$ cat src/rtl/exe_type_r_md.sv
// Registered multi-cycle RV32 R-type execute unit with the M extension.
// Base ops finish one cycle after accept; multiply and divide iterate
// DATA_WIDTH cycles on shift-add / restoring-divide datapaths.
module exe_type_r_md #(
    parameter int unsigned DATA_WIDTH = 32,
    parameter int unsigned SHAMT_W    = $clog2(DATA_WIDTH)
) (
    input  logic                  clk_i,
    input  logic                  rst_i,
    input  logic                  valid_i,
    output logic                  ready_o,
    input  logic [DATA_WIDTH-1:0] op1_i,
    input  logic [DATA_WIDTH-1:0] op2_i,
    input  logic [31:0]           inst_i,
    output logic                  valid_o,
    output logic [DATA_WIDTH-1:0] reg_wdata_o,
    output logic                  reg_we_o,
    output logic [4:0]            rd_addr_o,
    output logic                  busy_o
);

    localparam int unsigned W     = DATA_WIDTH;
    localparam int unsigned W2    = 2 * DATA_WIDTH;
    localparam int unsigned CNT_W = SHAMT_W;
    localparam logic [W-1:0] MIN_NEG = {1'b1, {(W-1){1'b0}}};

    typedef enum logic [1:0] {
        S_IDLE = 2'd0,
        S_RUN  = 2'd1,
        S_DONE = 2'd2
    } state_t;

    state_t state_q, state_d;

    // decode of the incoming instruction
    logic [6:0]         opcode;
    logic [2:0]         f3;
    logic [6:0]         f7;
    logic [SHAMT_W-1:0] shamt;
    logic               legal, is_m, is_div, div_signed, div_zero, div_ovf, fast;
    logic               accept;

    // captured instruction / iteration state
    logic [2:0]       f3_q;
    logic             is_mul_q;
    logic             op2_sgn_q;
    logic             q_neg_q, r_neg_q;
    logic [CNT_W-1:0] cnt_q;
    logic [W2-1:0]    acc_q, mcand_q;
    logic [W-1:0]     mplier_q;
    logic [W-1:0]     quo_q, rem_q, dvs_q;

    // combinational results
    logic [W-1:0]  alu_res, fast_res, iter_res;
    logic [W2-1:0] addend, acc_nxt;
    logic [W:0]    rem_sh;
    logic [W+1:0]  sub;
    logic          borrow;
    logic [W-1:0]  quo_nxt, rem_nxt;
    logic          last_cnt, last_step;

    logic          unused_bits;
    assign unused_bits = ^{inst_i[24:15], sub[W]};

    assign opcode = inst_i[6:0];
    assign f3     = inst_i[14:12];
    assign f7     = inst_i[31:25];
    assign shamt  = op2_i[SHAMT_W-1:0];
    assign accept = valid_i && ready_o;

    // legality and routing of the incoming instruction
    always_comb begin
        legal      = (opcode == 7'b0110011) &&
                     ((f7 == 7'b0000000) || (f7 == 7'b0000001) ||
                      ((f7 == 7'b0100000) && ((f3 == 3'b000) || (f3 == 3'b101))));
        is_m       = legal && (f7 == 7'b0000001);
        is_div     = is_m && f3[2];
        div_signed = !f3[0];
        div_zero   = is_div && (op2_i == '0);
        div_ovf    = is_div && div_signed && (op1_i == MIN_NEG) && (op2_i == '1);
        fast       = !legal || !is_m || div_zero || div_ovf;
    end

    // single-cycle base ALU
    always_comb begin
        alu_res = '0;
        case (f3)
            3'b000:  alu_res = f7[5] ? (op1_i - op2_i) : (op1_i + op2_i);
            3'b001:  alu_res = op1_i << shamt;
            3'b010:  alu_res[0] = $signed(op1_i) < $signed(op2_i);
            3'b011:  alu_res[0] = op1_i < op2_i;
            3'b100:  alu_res = op1_i ^ op2_i;
            3'b101:  alu_res = f7[5] ? $unsigned($signed(op1_i) >>> shamt) : (op1_i >> shamt);
            3'b110:  alu_res = op1_i | op2_i;
            default: alu_res = op1_i & op2_i;
        endcase
    end

    // result for everything that completes directly from IDLE
    always_comb begin
        fast_res = '0;
        if (!legal)        fast_res = '0;
        else if (!is_m)    fast_res = alu_res;
        else if (div_zero) fast_res = f3[1] ? op1_i : '1;
        else if (div_ovf)  fast_res = f3[1] ? '0 : op1_i;
    end

    // one shift-add step; the final signed multiplier bit carries negative weight
    always_comb begin
        last_cnt = (cnt_q == CNT_W'(W - 1));
        addend   = '0;
        if (mplier_q[0]) begin
            addend = (last_cnt && op2_sgn_q) ? -mcand_q : mcand_q;
        end
        acc_nxt = acc_q + addend;
    end

    // one restoring-divide step on magnitudes
    always_comb begin
        rem_sh  = {rem_q, quo_q[W-1]};
        sub     = {1'b0, rem_sh} - {2'b00, dvs_q};
        borrow  = sub[W+1];
        rem_nxt = borrow ? rem_sh[W-1:0] : sub[W-1:0];
        quo_nxt = {quo_q[W-2:0], ~borrow};
    end

    // final iterative result including sign fix-up
    always_comb begin
        iter_res = '0;
        if (is_mul_q) begin
            iter_res = (f3_q[1:0] == 2'b00) ? acc_nxt[W-1:0] : acc_nxt[W2-1:W];
        end else if (f3_q[1]) begin
            iter_res = r_neg_q ? -rem_nxt : rem_nxt;
        end else begin
            iter_res = q_neg_q ? -quo_nxt : quo_nxt;
        end
    end

    // state register
    always_ff @(posedge clk_i) begin
        if (rst_i) state_q <= S_IDLE;
        else       state_q <= state_d;
    end

    // next-state logic
    always_comb begin
        state_d = state_q;
        case (state_q)
            S_IDLE:  if (accept) state_d = fast ? S_DONE : S_RUN;
            S_RUN:   if (last_cnt) state_d = S_DONE;
            S_DONE:  state_d = S_IDLE;
            default: state_d = S_IDLE;
        endcase
    end

    // state-decoded controls
    always_comb begin
        ready_o   = (state_q == S_IDLE);
        last_step = (state_q == S_RUN) && last_cnt;
    end

    // operand capture, iteration and registered outputs
    always_ff @(posedge clk_i) begin
        if (rst_i) begin
            valid_o     <= 1'b0;
            reg_we_o    <= 1'b0;
            reg_wdata_o <= '0;
            rd_addr_o   <= '0;
            busy_o      <= 1'b0;
            f3_q        <= '0;
            is_mul_q    <= 1'b0;
            op2_sgn_q   <= 1'b0;
            q_neg_q     <= 1'b0;
            r_neg_q     <= 1'b0;
            cnt_q       <= '0;
            acc_q       <= '0;
            mcand_q     <= '0;
            mplier_q    <= '0;
            quo_q       <= '0;
            rem_q       <= '0;
            dvs_q       <= '0;
        end else begin
            valid_o <= (state_d == S_DONE);
            busy_o  <= (state_d == S_RUN);

            if (accept) begin
                f3_q      <= f3;
                is_mul_q  <= !f3[2];
                rd_addr_o <= inst_i[11:7];
                cnt_q     <= '0;
                acc_q     <= '0;
                mcand_q   <= {{W{op1_i[W-1] & (f3[1:0] != 2'b11)}}, op1_i};
                mplier_q  <= op2_i;
                op2_sgn_q <= !f3[1];
                quo_q     <= (div_signed && op1_i[W-1]) ? -op1_i : op1_i;
                dvs_q     <= (div_signed && op2_i[W-1]) ? -op2_i : op2_i;
                rem_q     <= '0;
                q_neg_q   <= div_signed && (op1_i[W-1] ^ op2_i[W-1]);
                r_neg_q   <= div_signed && op1_i[W-1];
            end else if (state_q == S_RUN) begin
                cnt_q    <= cnt_q + CNT_W'(1);
                acc_q    <= acc_nxt;
                mcand_q  <= mcand_q << 1;
                mplier_q <= mplier_q >> 1;
                quo_q    <= quo_nxt;
                rem_q    <= rem_nxt;
            end

            if (accept && fast) begin
                reg_wdata_o <= fast_res;
                reg_we_o    <= legal;
            end else if (last_step) begin
                reg_wdata_o <= iter_res;
                reg_we_o    <= 1'b1;
            end else begin
                reg_wdata_o <= '0;
                reg_we_o    <= 1'b0;
            end
        end
    end

endmodule
$ cat config.mk
export PLATFORM = sky130hd
export DESIGN_NAME = exe_type_r_md
export DESIGN_NICKNAME = d
export VERILOG_FILES = /design/src/rtl/exe_type_r_md.sv
export SDC_FILE = /design/constraint.sdc
export NUM_CORES = 2
export LEC_CHECK = 0
export CAP_MARGIN = 20
export CORE_ASPECT_RATIO = 1.75
export CORE_MARGIN = 5
export CORE_UTILIZATION = 30
export DETAILED_ROUTE_END_ITERATION = 7
export PLACE_DENSITY = 0.42
export SYNTH_ARGS = -nofsm -noshare
export SYNTH_HDL_FRONTEND = slang
export SYNTH_SLANG_ARGS = --single-unit
$ cat constraint.sdc
create_clock -name clk_i -period 7.23 [get_ports clk_i]
set_clock_uncertainty 0.05 [all_clocks]
set_input_delay 1.0845 -clock clk_i [delete_from_list [all_inputs] [get_ports clk_i]]
set_output_delay 1.0845 -clock clk_i [all_outputs]
set_load 0.005 [all_outputs]
==> key figures <==
Finish
  – Most common cell after layout, fill and taps aside: a21oi_1
  – Filler instances: 11500
  – Final core area utilization: between 30% and 40%
  – P&R area growth vs syn: 13.0%
  – Share of layout cells above drive strength 1: 6.82%
  – Commonest cells after routing, fill and taps aside: a21oi_1, nand2_1, nor2_1
  – Final nets: 4779

Job
  – Maxcap violations: 0

Timing
  – Fin Hold WS: 404 ps
  – Unrepaired setup endpoints after global routing: no
  – Final setup viols: 0
  – Highest Clock Rate: about 150 MHz
  – Minimum clock period: 6660 ps
  – Rel. slew slack: 25.6%
  – Period utilisation layout: roughly 92%
  – Slew Viols, Final: 0
  – Setup TNS: 0 ps
  – Worst slew pin tran: 1110 ps
  – Fin. Hold Viols: 0

Floorplanning
  – Initial Util: 30.1%
  – Total die area: 112000 sq um
  – Die Span X: 255 microns
  – Top-level I/O count: between 100 and 150
  – Die span in y: ~440 microns
  – Core box area: 105000 sq um
  – Row count: 157

Worst setup path
  – Reg2reg end: reg_wdata_o[29]
  – FF-to-FF Start: mcand_q[12]
  – Crit Path Class: reg2reg
  – CP max FO: 8
  – Worst reg2reg setup slack: ~570 ps
  – Setup crit start kind: flop
  – CP cell instances: or4_1 > nor4_1 > and3b_1 > nand2_1 > or3_1 > or4_1 > o31a_1 > or3_1 > and3_1 > ha_1 > a21o_1 > a21oi_1 > inv_1 > a21oi_1 > o21bai_1 > a21o_1 > a21o_1 > a221o_1 > or3_1 > a21oi_1 > o22ai_1 > a221o_1
  – Crit path DAT: 7090 ps
  – Reg2Reg Depth: 22
  – Critical path required time: 7660 ps
  – Slowest stage delay, CP: 610 ps
  – CP max-delay cell: or4_1
  – CP Capture Type: flop

Clocking
  – TritonCTS clock tree: done
  – Clock root buffer: clkbuf_16
  – Post-CTS sizing: 0
  – Post-CTS repair timing setup buffer count: 0
  – Clk_lat worst skew: 590 ps
  – CTS HTree Levels: 2
  – Clock slew at reported path FFs: 70 ps
  – Max clock buf depth: 3
  – Cts bufs inserted: 37
  – Number of clock sinks: around 310
  – Hold buffer count at cts: 0

Power
  – Pleak: around 14 nW
  – Power Density: 158 nW/um^2
  – Power after layout: 5.63 mW
  – Worst-case vdd ir drop: 144 uV

Synth
  – Cells after Synth: 4509
  – Warnings, synthesis: 0
  – Post-synthesis sequential area ratio: 19.7%
  – Post-synth cell types: 94
  – Syn_area_per_cell: 6.98 sq um
  – Async set or reset register ratio after synthesis: 0%
  – Post-Syn Area: 31500 sq um
  – Yosys reg bits: a little over 300
  – Post-synth EDFFs: 0
  – Most used flip-flop cell after synthesis: dfxtp_1
  – Syn_nets: 4812

Drt
  – Total wire length: 166000 microns
  – Vias/cell: around 5.9
  – Initial drt markers: 2588
  – Routed wire per std cell: 28.4 microns
  – Drt drc: 0
  – Routed Antenna Nets: 0
  – Vias post-DR: 34300
  – Pre-antenna DRT Iters: 8

Worst hold path
  – HP Class: reg2reg
  – Hold Path Stages: 2
  – Origin of the worst min-delay path: rd_addr_o[1]
  – Worst Hold End: rd_addr_o[1]

Run status
  – Outcome: finished clean

Global route
  – First-pass GRT wire length: 238000 microns
  – Number of global-route vias before repair: between 30000 and 40000
  – Total gr overflow: 0
  – Largest net degree at the start of global routing: 108
  – Gr usage total: between 20 and 30%
  – Initial antenna violation count: 5

Place
  – Dpl hpwl: 130000 microns
  – Placer Congestion: 1.04
  – Port bufs: 129
[power breakdown]
part           leakage, nW  switching, mW  internal (mW)
clock network        0.644          0.914           1.23
logic                 10.6           1.10          0.535
registers             2.52         0.0859           1.77
[critical path, delay by kind of cell, from the launching register on]
family	cells	cell delay (ps)
fa+ha+maj	1	370
flops	1	370
simple gates	9	3330
buf+inv	1	50
compound gates	11	2380
[Yosys cell counts (15+ instances only)]
| library cell | number | area [sq um] |
|---|---|---|
| a211o_1 | 20 | 175 |
| a21boi_0 | 15 | 113 |
| o21a_1 | 26 | 195 |
| nor2_1 | 470 | 1760 |
| xor2_1 | 90 | 788 |
| buf_1 | 49 | 184 |
| nand4_1 | 43 | 269 |
| ha_1 | 200 | 2500 |
| inv_1 | 179 | 672 |
| or4_1 | 21 | 158 |
| clkbuf_1 | 284 | 1070 |
| o21bai_1 | 28 | 210 |
| and2_1 | 77 | 482 |
| mux2i_1 | 86 | 861 |
| o21ai_0 | 292 | 1460 |
| o41ai_1 | 16 | 140 |
| a311oi_1 | 39 | 342 |
| nand3_1 | 50 | 250 |
| o211ai_1 | 53 | 398 |
| nand2_1 | 538 | 2020 |
| o22ai_1 | 20 | 125 |
| a221oi_1 | 22 | 193 |
| a22oi_1 | 86 | 646 |
| or3_1 | 53 | 332 |
| a21oi_1 | 541 | 2710 |
| o31ai_1 | 49 | 368 |
| a31oi_1 | 47 | 294 |
| nor4_1 | 24 | 150 |
| a21o_1 | 52 | 390 |
| nor3_1 | 132 | 661 |
| nand2b_1 | 39 | 244 |
| and3_1 | 36 | 225 |
| nor2b_1 | 18 | 113 |
| mux4_2 | 27 | 608 |
| xnor2_1 | 179 | 1570 |
| a211oi_1 | 98 | 736 |
| dfxtp_1 | 309 | 6190 |
[cells by family after synthesis]
kind of cell / count (synthesis) / synth area share (%)
AND/OR/NAND/NOR: 1553 / 22.6
AO/OA/AOI/OAI: 1535 / 30.9
buffers and inverters: 519 / 6.24
flip-flops: 309 / 19.7
XOR/XNOR: 269 / 7.49
adder cells (fa/ha/maj): 204 / 8.21
multiplexers: 120 / 4.92
[registers in the layout (all words and copies together) (netlist names), 2 cells and up]
name and flops:
cnt_q 5, dvs_q 32, state_q 2, quo_q 32, rd_addr_o 5, f3_q 2, rem_q 32, mplier_q 32
reg_wdata_o 32, mcand_q 64, acc_q 64
[layer usage]
metal	GRT usage (%)	share of wire, %	vias up
met5	0	0.0078	-
met2	51.5	50	1137
li1	-	-	16200
met3	2.61	4.0	392
met4	20.1	9.0	2
met1	31.0	37	16600
[through the flow]
| step | std cells | area [sq um] | worst slack [ps] |
|---|---|---|---|
| final | 5858 | 35600 | 574 |
| after floorplan | 4509 | 31500 | 1360 |
| after global placement | 5788 | 34300 | 710 |
| after CTS | 5855 | 35600 | 611 |
| after detailed placement | 5788 | 34300 | 623 |
| after global routing | 5856 | 35600 | 202 |
[worst max-delay path by stage]
stage,from,end,slack [ps]
2_1_floorplan,mcand_q[12],reg_wdata_o[29],1360
3_3_place_gp,mcand_q[12],reg_wdata_o[29],710
3_5_place_dp,mcand_q[12],reg_wdata_o[29],620
4_1_cts,mcand_q[12],reg_wdata_o[29],610
5_1_grt,mcand_q[12],reg_wdata_o[29],200
6_report,mcand_q[12],reg_wdata_o[29],570
[final cells by class]
class / instances / area (sq um) / share of cell area, %
repair buffers: 268 / 2330 / 6.55
well taps: 1351 / 1690 / 4.75
flip-flops and latches: 309 / 6190 / 17.4
clock buffers: 48 / 1030 / 2.89
diodes: 3 / 7.51 / 0.0211
multi-input cells: 3681 / 23400 / 65.7
clock inverters: 19 / 272 / 0.763
inverters: 179 / 672 / 1.89
(Power assumes the default switching activity.)
